[src/rtl/iir_lowpass_pow2k_filter_pkg.sv]
// Shared constants and helpers for the power-of-two IIR low-pass filter.
//   MaxShiftBits / MaxStages : legal upper bounds for the coefficient shift and stage count
//   acc_width()              : accumulator width for a given input width and shift
package iir_lowpass_pow2k_filter_pkg;

  localparam int unsigned MaxShiftBits = 16;
  localparam int unsigned MaxStages    = 4;

  // Integer bits + fractional bits + one guard/sign bit.
  function automatic int unsigned acc_width(int unsigned in_bits, int unsigned shift_bits);
    return in_bits + shift_bits + 1;
  endfunction

endpackage

[src/rtl/iir_lowpass_pow2k_stage.sv]
// One first-order low-pass stage: acc <= acc + ((x - acc) >>> ShiftBits).
// The input x is already at the accumulator's fixed-point scale (ShiftBits fractional bits).
// Ports:
//   clk   in  clock, rising edge
//   rst_n in  asynchronous active-low reset, clears the accumulator
//   ce    in  clock enable, the accumulator only moves when high
//   x     in  stage input, AccBits wide, full precision
//   acc   out registered accumulator, AccBits wide, full precision
module iir_lowpass_pow2k_stage #(
  parameter int unsigned AccBits   = 36,
  parameter int unsigned ShiftBits = 5
) (
  input  logic               clk,
  input  logic               rst_n,
  input  logic               ce,
  input  logic [AccBits-1:0] x,
  output logic [AccBits-1:0] acc
);

  logic        [AccBits-1:0] acc_q;
  logic        [AccBits-1:0] acc_d;
  logic signed [AccBits-1:0] diff;
  logic signed [AccBits-1:0] delta;

  always_comb begin
    // The guard bit keeps x - acc exact; both operands are always in range.
    diff  = $signed(x) - $signed(acc_q);
    // Arithmetic shift: floor division, so settling from below stalls just short of x.
    delta = diff >>> ShiftBits;
    acc_d = acc_q;
    if (ce) begin
      acc_d = acc_q + $unsigned(delta);
    end
  end

  always_ff @(posedge clk or negedge rst_n) begin
    if (!rst_n) begin
      acc_q <= '0;
    end else begin
      acc_q <= acc_d;
    end
  end

  assign acc = acc_q;

endmodule

[src/rtl/iir_lowpass_pow2k_filter.sv]
// Cascaded first-order IIR low-pass filter with a 2^-K coefficient (shift-and-add only).
// Ports:
//   CLK       in  clock, all state updates on its rising edge
//   RESET     in  asynchronous active-low reset
//   CE        in  clock enable, state advances only on enabled edges
//   IN_VALUE  in  INPUT_BITS input sample (unsigned or two's complement per SIGNED_DATA)
//   OUT_VALUE out RESULT_BITS filtered output, taken directly from the last accumulator
module iir_lowpass_pow2k_filter
  import iir_lowpass_pow2k_filter_pkg::*;
#(
  parameter int unsigned INPUT_BITS        = 30,
  parameter int unsigned RESULT_BITS       = 30,
  parameter int unsigned FILTER_SHIFT_BITS = 5,
  parameter int unsigned FILTER_STAGES     = 2,
  parameter int unsigned SIGNED_DATA       = 0
) (
  input  logic                   CLK,
  input  logic                   RESET,
  input  logic                   CE,
  input  logic [INPUT_BITS-1:0]  IN_VALUE,
  output logic [RESULT_BITS-1:0] OUT_VALUE
);

  localparam int unsigned K       = FILTER_SHIFT_BITS;
  localparam int unsigned A       = acc_width(INPUT_BITS, FILTER_SHIFT_BITS);
  localparam int unsigned ExtBits = A - 1 + RESULT_BITS;

  if (K < 1 || K > MaxShiftBits || FILTER_STAGES < 1 || FILTER_STAGES > MaxStages)
  begin : gen_param_check
    $error("iir_lowpass_pow2k_filter: FILTER_SHIFT_BITS or FILTER_STAGES out of range");
  end

  logic         sign_fill;
  logic [A-1:0] x_wide;
  // chain[0] is the scaled input, chain[i+1] is the accumulator of stage i.
  logic [A-1:0] chain [FILTER_STAGES+1];

  assign sign_fill = (SIGNED_DATA != 0) ? IN_VALUE[INPUT_BITS-1] : 1'b0;
  assign x_wide    = {{(A - INPUT_BITS){sign_fill}}, IN_VALUE};
  assign chain[0]  = x_wide << K;

  for (genvar i = 0; i < FILTER_STAGES; i++) begin : gen_stage
    iir_lowpass_pow2k_stage #(
      .AccBits  (A),
      .ShiftBits(K)
    ) u_stage (
      .clk  (CLK),
      .rst_n(RESET),
      .ce   (CE),
      .x    (chain[i]),
      .acc  (chain[i+1])
    );
  end

  // Integer and fractional bits of the last accumulator followed by zero padding; the top
  // RESULT_BITS of this covers truncation, pass-through and fraction-extension alike.
  logic [ExtBits-1:0] ext;
  logic               unused_bits;

  assign ext         = {chain[FILTER_STAGES][A-2:0], {RESULT_BITS{1'b0}}};
  assign OUT_VALUE   = ext[ExtBits-1 -: RESULT_BITS];
  // The guard bit and dropped low bits never reach the output.
  assign unused_bits = ^{chain[FILTER_STAGES][A-1], ext};

endmodule

[config.mk]
export PLATFORM = sky130hd
export DESIGN_NAME = iir_lowpass_pow2k_filter
export DESIGN_NICKNAME = d
export VERILOG_FILES = /design/src/rtl/iir_lowpass_pow2k_filter_pkg.sv /design/src/rtl/iir_lowpass_pow2k_stage.sv /design/src/rtl/iir_lowpass_pow2k_filter.sv
export SDC_FILE = /design/constraint.sdc
export NUM_CORES = 1
export LEC_CHECK = 0
export CORE_AREA = 10 10 142 144
export CTS_CLUSTER_SIZE = 20
export DETAILED_ROUTE_END_ITERATION = 8
export DIE_AREA = 0 0 152 154
export PLACE_DENSITY = 0.75
export SLEW_MARGIN = 20
export SYNTH_ARGS = -nofsm -noshare
export SYNTH_HDL_FRONTEND = slang
export SYNTH_SLANG_ARGS = --single-unit
[constraint.sdc]
create_clock -name CLK -period 4.5 [get_ports CLK]
set_input_delay 0.9 -clock CLK [delete_from_list [all_inputs] [get_ports CLK]]
set_output_delay 0.9 -clock CLK [all_outputs]
set_load 0.01 [all_outputs]
==> out/metrics.csv <==
stage,metric,value,unit
global_routing,grt_pass1_vias,10100,
timing,timing.final.crit_share,112,%
floorplanning,rows,48,
final_layout,diodes,0,
yosys,synth_area,9350,um2
clock_tree,clk_pin_slew_worst_paths,60,ps
placement,dp_hpwl,21700,um
timing,setup_ws,-518,ps
outcome,status,"finished, violations left",
global_routing,top_usage_layer,met2,
timing,rsz0062_at_grt,true,
yosys,ys_ff_latch,72,
critical_path,crit_fanout,4,
final_layout,largest_register_ffs,72,
route,routed-via-count,10900,
critical_path,r2r_setup_slack,-520,ps
floorplanning,die_w,152,um
job,maxCapViolations,0,
timing,slew_headroom,52.5,%
route,firstDrtPassIters,8,
yosys,synth_area_leaders,"dfrtp_1 19%, ha_1 18%, xnor2_1 6.5%, a21oi_1 5.9%, o21ai_0 5.8%",
final_layout,reg_top3,gen_stage.u_stage.acc x72,
global_routing,grt_pass1_wl,48300,um
global_routing,use_met2,39.0,%
global_routing,overflow,0,
critical_path,endpoint_kind,flip-flop,
clock_tree,cts_buffer_depth,2,
worst_hold_path,hold_path_class,in -> async,
clock_tree,cts_root_buf,clkbuf_16,
global_routing,track_usage,24.1,%
route,drc_errors,0,
timing,tns,-5520,ps
timing,fin_skew,13.8,ps
critical_path,required,4740,ps
route,wl,34400,um
yosys,yosysMostFrequentCell,ha_1,
final_layout,seq_area,1810,um2
route,drt-initial-drc-count,1126,
yosys,synth_top_area_share,19.3,%
yosys,postSynthAreaPerCell,7.92,um2
timing,tightestPinTransition,712,ps
critical_path,setup.worst_path.class,reg -> reg,
yosys,yosysUniqueCellTypes,69,
critical_path,worstPathArrival,5260,ps
yosys,yosysSeqAreaShare,19.3,%
yosys,yosys_most_used_dff,dfrtp_1,
final_layout,multi_input_area,7980,um2
clock_tree,cts.sinks,72,
critical_path,startpoint_type,flip-flop,
final_layout,post_route_cells_drive_above_1_share,36.8,%
timing,fmax,199,MHz
timing,slew_violations,0,
floorplanning,die-area,23400,um2
global_routing,antenna_found_initial,0,
final_layout,nFillCells,1039,
yosys,syn_inst,1180,
route,ant_nets,0,
outcome,violations,negative setup slack,
final_layout,syn2layout_area_growth,50.0,%
global_routing,met3_usage,3.88,%
placement,io_buffers,62,
final_layout,final_nets,1725,
timing,hold_viol,0,
floorplanning,core,17200,um2
clock_tree,htreeDepth,3,
clock_tree,insertion_delay,360,ps
yosys,syn-num-nets,1350,
timing,setup_violations,28,
floorplanning,io_pins,63,
timing,timing.final.crit_period,5020,ps
route,wl_per_cell,19.3,um
global_routing,grt_util_met1,31.7,%
floorplanning,die_h,154,um
placement,gpl.final_weighted_congestion,0.971,
yosys,ys_warn_count,0,
clock_tree,cts_tree,built,
route,via_per_inst,6.13,
final_layout,final_core_util,81.7,%
final_layout,regMostFlops,gen_stage.u_stage.acc,
yosys,async_flop_share,100,%
global_routing,grt_max_degree,73,
yosys,synth-edff-count,0,
yosys,yosys.area.top_type,dfrtp_1,
floorplanning,start_util,54.4,%
yosys,ys_top_cells_by_count,"135 x ha_1, 110 x a21oi_1, 109 x o21ai_0, 93 x nand2_1, 92 x inv_1",
clock_tree,cts_made_buffers,9,
## per-stage QoR
step / cells / setup slack [ps] / instance area (um2) / hold slack (ps)
2_1_floorplan: 1180 / -225 / 9470 / 456
3_3_place_gp: 1703 / -789 / 12200 / 472
3_5_place_dp: 1703 / -923 / 12200 / 473
4_1_cts: 1752 / -332 / 13200 / 490
5_1_grt: 1784 / -640 / 14000 / 461
6_report: 1784 / -518 / 14000 / 436
## placed cells by master (no fill, tap or decap), types with 26 or more instances in the layout
| cell | synthesis | layout |
|---|---|---|
| a21o_1 | 47 | 47 |
| a21oi_1 | 110 | 68 |
| a21oi_2 | 0 | 34 |
| buf_4 | 30 | 337 |
| clkdlybuf4s50_1 | 0 | 42 |
| dfrtp_1 | 72 | 68 |
| ha_1 | 135 | 103 |
| inv_1 | 92 | 83 |
| nand2_1 | 93 | 88 |
| nor2_1 | 77 | 67 |
| o21a_1 | 26 | 26 |
| o21ai_0 | 109 | 80 |
| xnor2_1 | 69 | 62 |
| xor2_1 | 38 | 36 |
## path summary, 6_finish.rpt
kind | startpoint | endpoint | depth (start not counted)
max in group asynchronous | RESET | gen_stage[1].u_stage.acc[21] | 2
max | gen_stage[1].u_stage.acc[1] | gen_stage[1].u_stage.acc[35] | 23
min reg2reg | gen_stage[1].u_stage.acc[35] | gen_stage[1].u_stage.acc[35] | 1
max reg2reg | gen_stage[1].u_stage.acc[1] | gen_stage[1].u_stage.acc[35] | 23
min | RESET | gen_stage[0].u_stage.acc[8] | 1
min in group CLK | gen_stage[1].u_stage.acc[35] | gen_stage[1].u_stage.acc[35] | 1
## repair_timing
item	CTS	global route
setup endpoints to repair	31	38
pin swaps	125	124
gates cloned	0	0
setup buffers	37	36
resized for setup	121	140
hold buffers	0	0
## worst max-delay path, cell delays in order, from the launching register on
cell	delay, ps
dfrtp_1	410
inv_2	90
ha_4	210
a2111oi_4	400
nor4_2	80
o21ai_2	200
a31oi_2	130
o22a_1	240
buf_4	160
a311oi_2	280
nor3_2	70
buf_4	150
a211oi_2	270
ha_1	310
a21o_1	190
a21o_1	150
a21o_1	200
a211oi_2	230
o21ai_1	100
or3_1	330
o21ai_2	180
nand2_1	80
mux2_4	300
xnor2_1	130
## metal layers
layer	routed length, um	vias up
li1	-	4984
met4	1270	0
met5	0	-
met3	2900	144
met2	15900	603
met1	14300	5208
## layout make-up
cell class | instances | share of cell area [%]
clock buffers | 14 | 1.81
clock inverters | 1 | 0.0357
inverters | 92 | 2.48
multi-input cells | 964 | 56.9
flip-flops and latches | 72 | 12.9
well taps | 225 | 2.01
repair buffers | 416 | 23.9
## kinds of logic (layout without fill, tap and decap cells)
family | count (synthesis) | after routing | synth area share, %
muxes | 21 | 21 | 2.33
xor gates and xnor gates | 107 | 107 | 10.0
buffers and inverters | 144 | 523 | 6.98
AOI/OAI and AO/OA | 399 | 399 | 27.7
adders and majority gates | 137 | 137 | 18.5
DFF | 72 | 72 | 19.3
and+or+nand+nor | 300 | 300 | 15.2
Power is not shown: default switching activity piles up to over one toggle a cycle in this logic, so the estimate is an artifact.
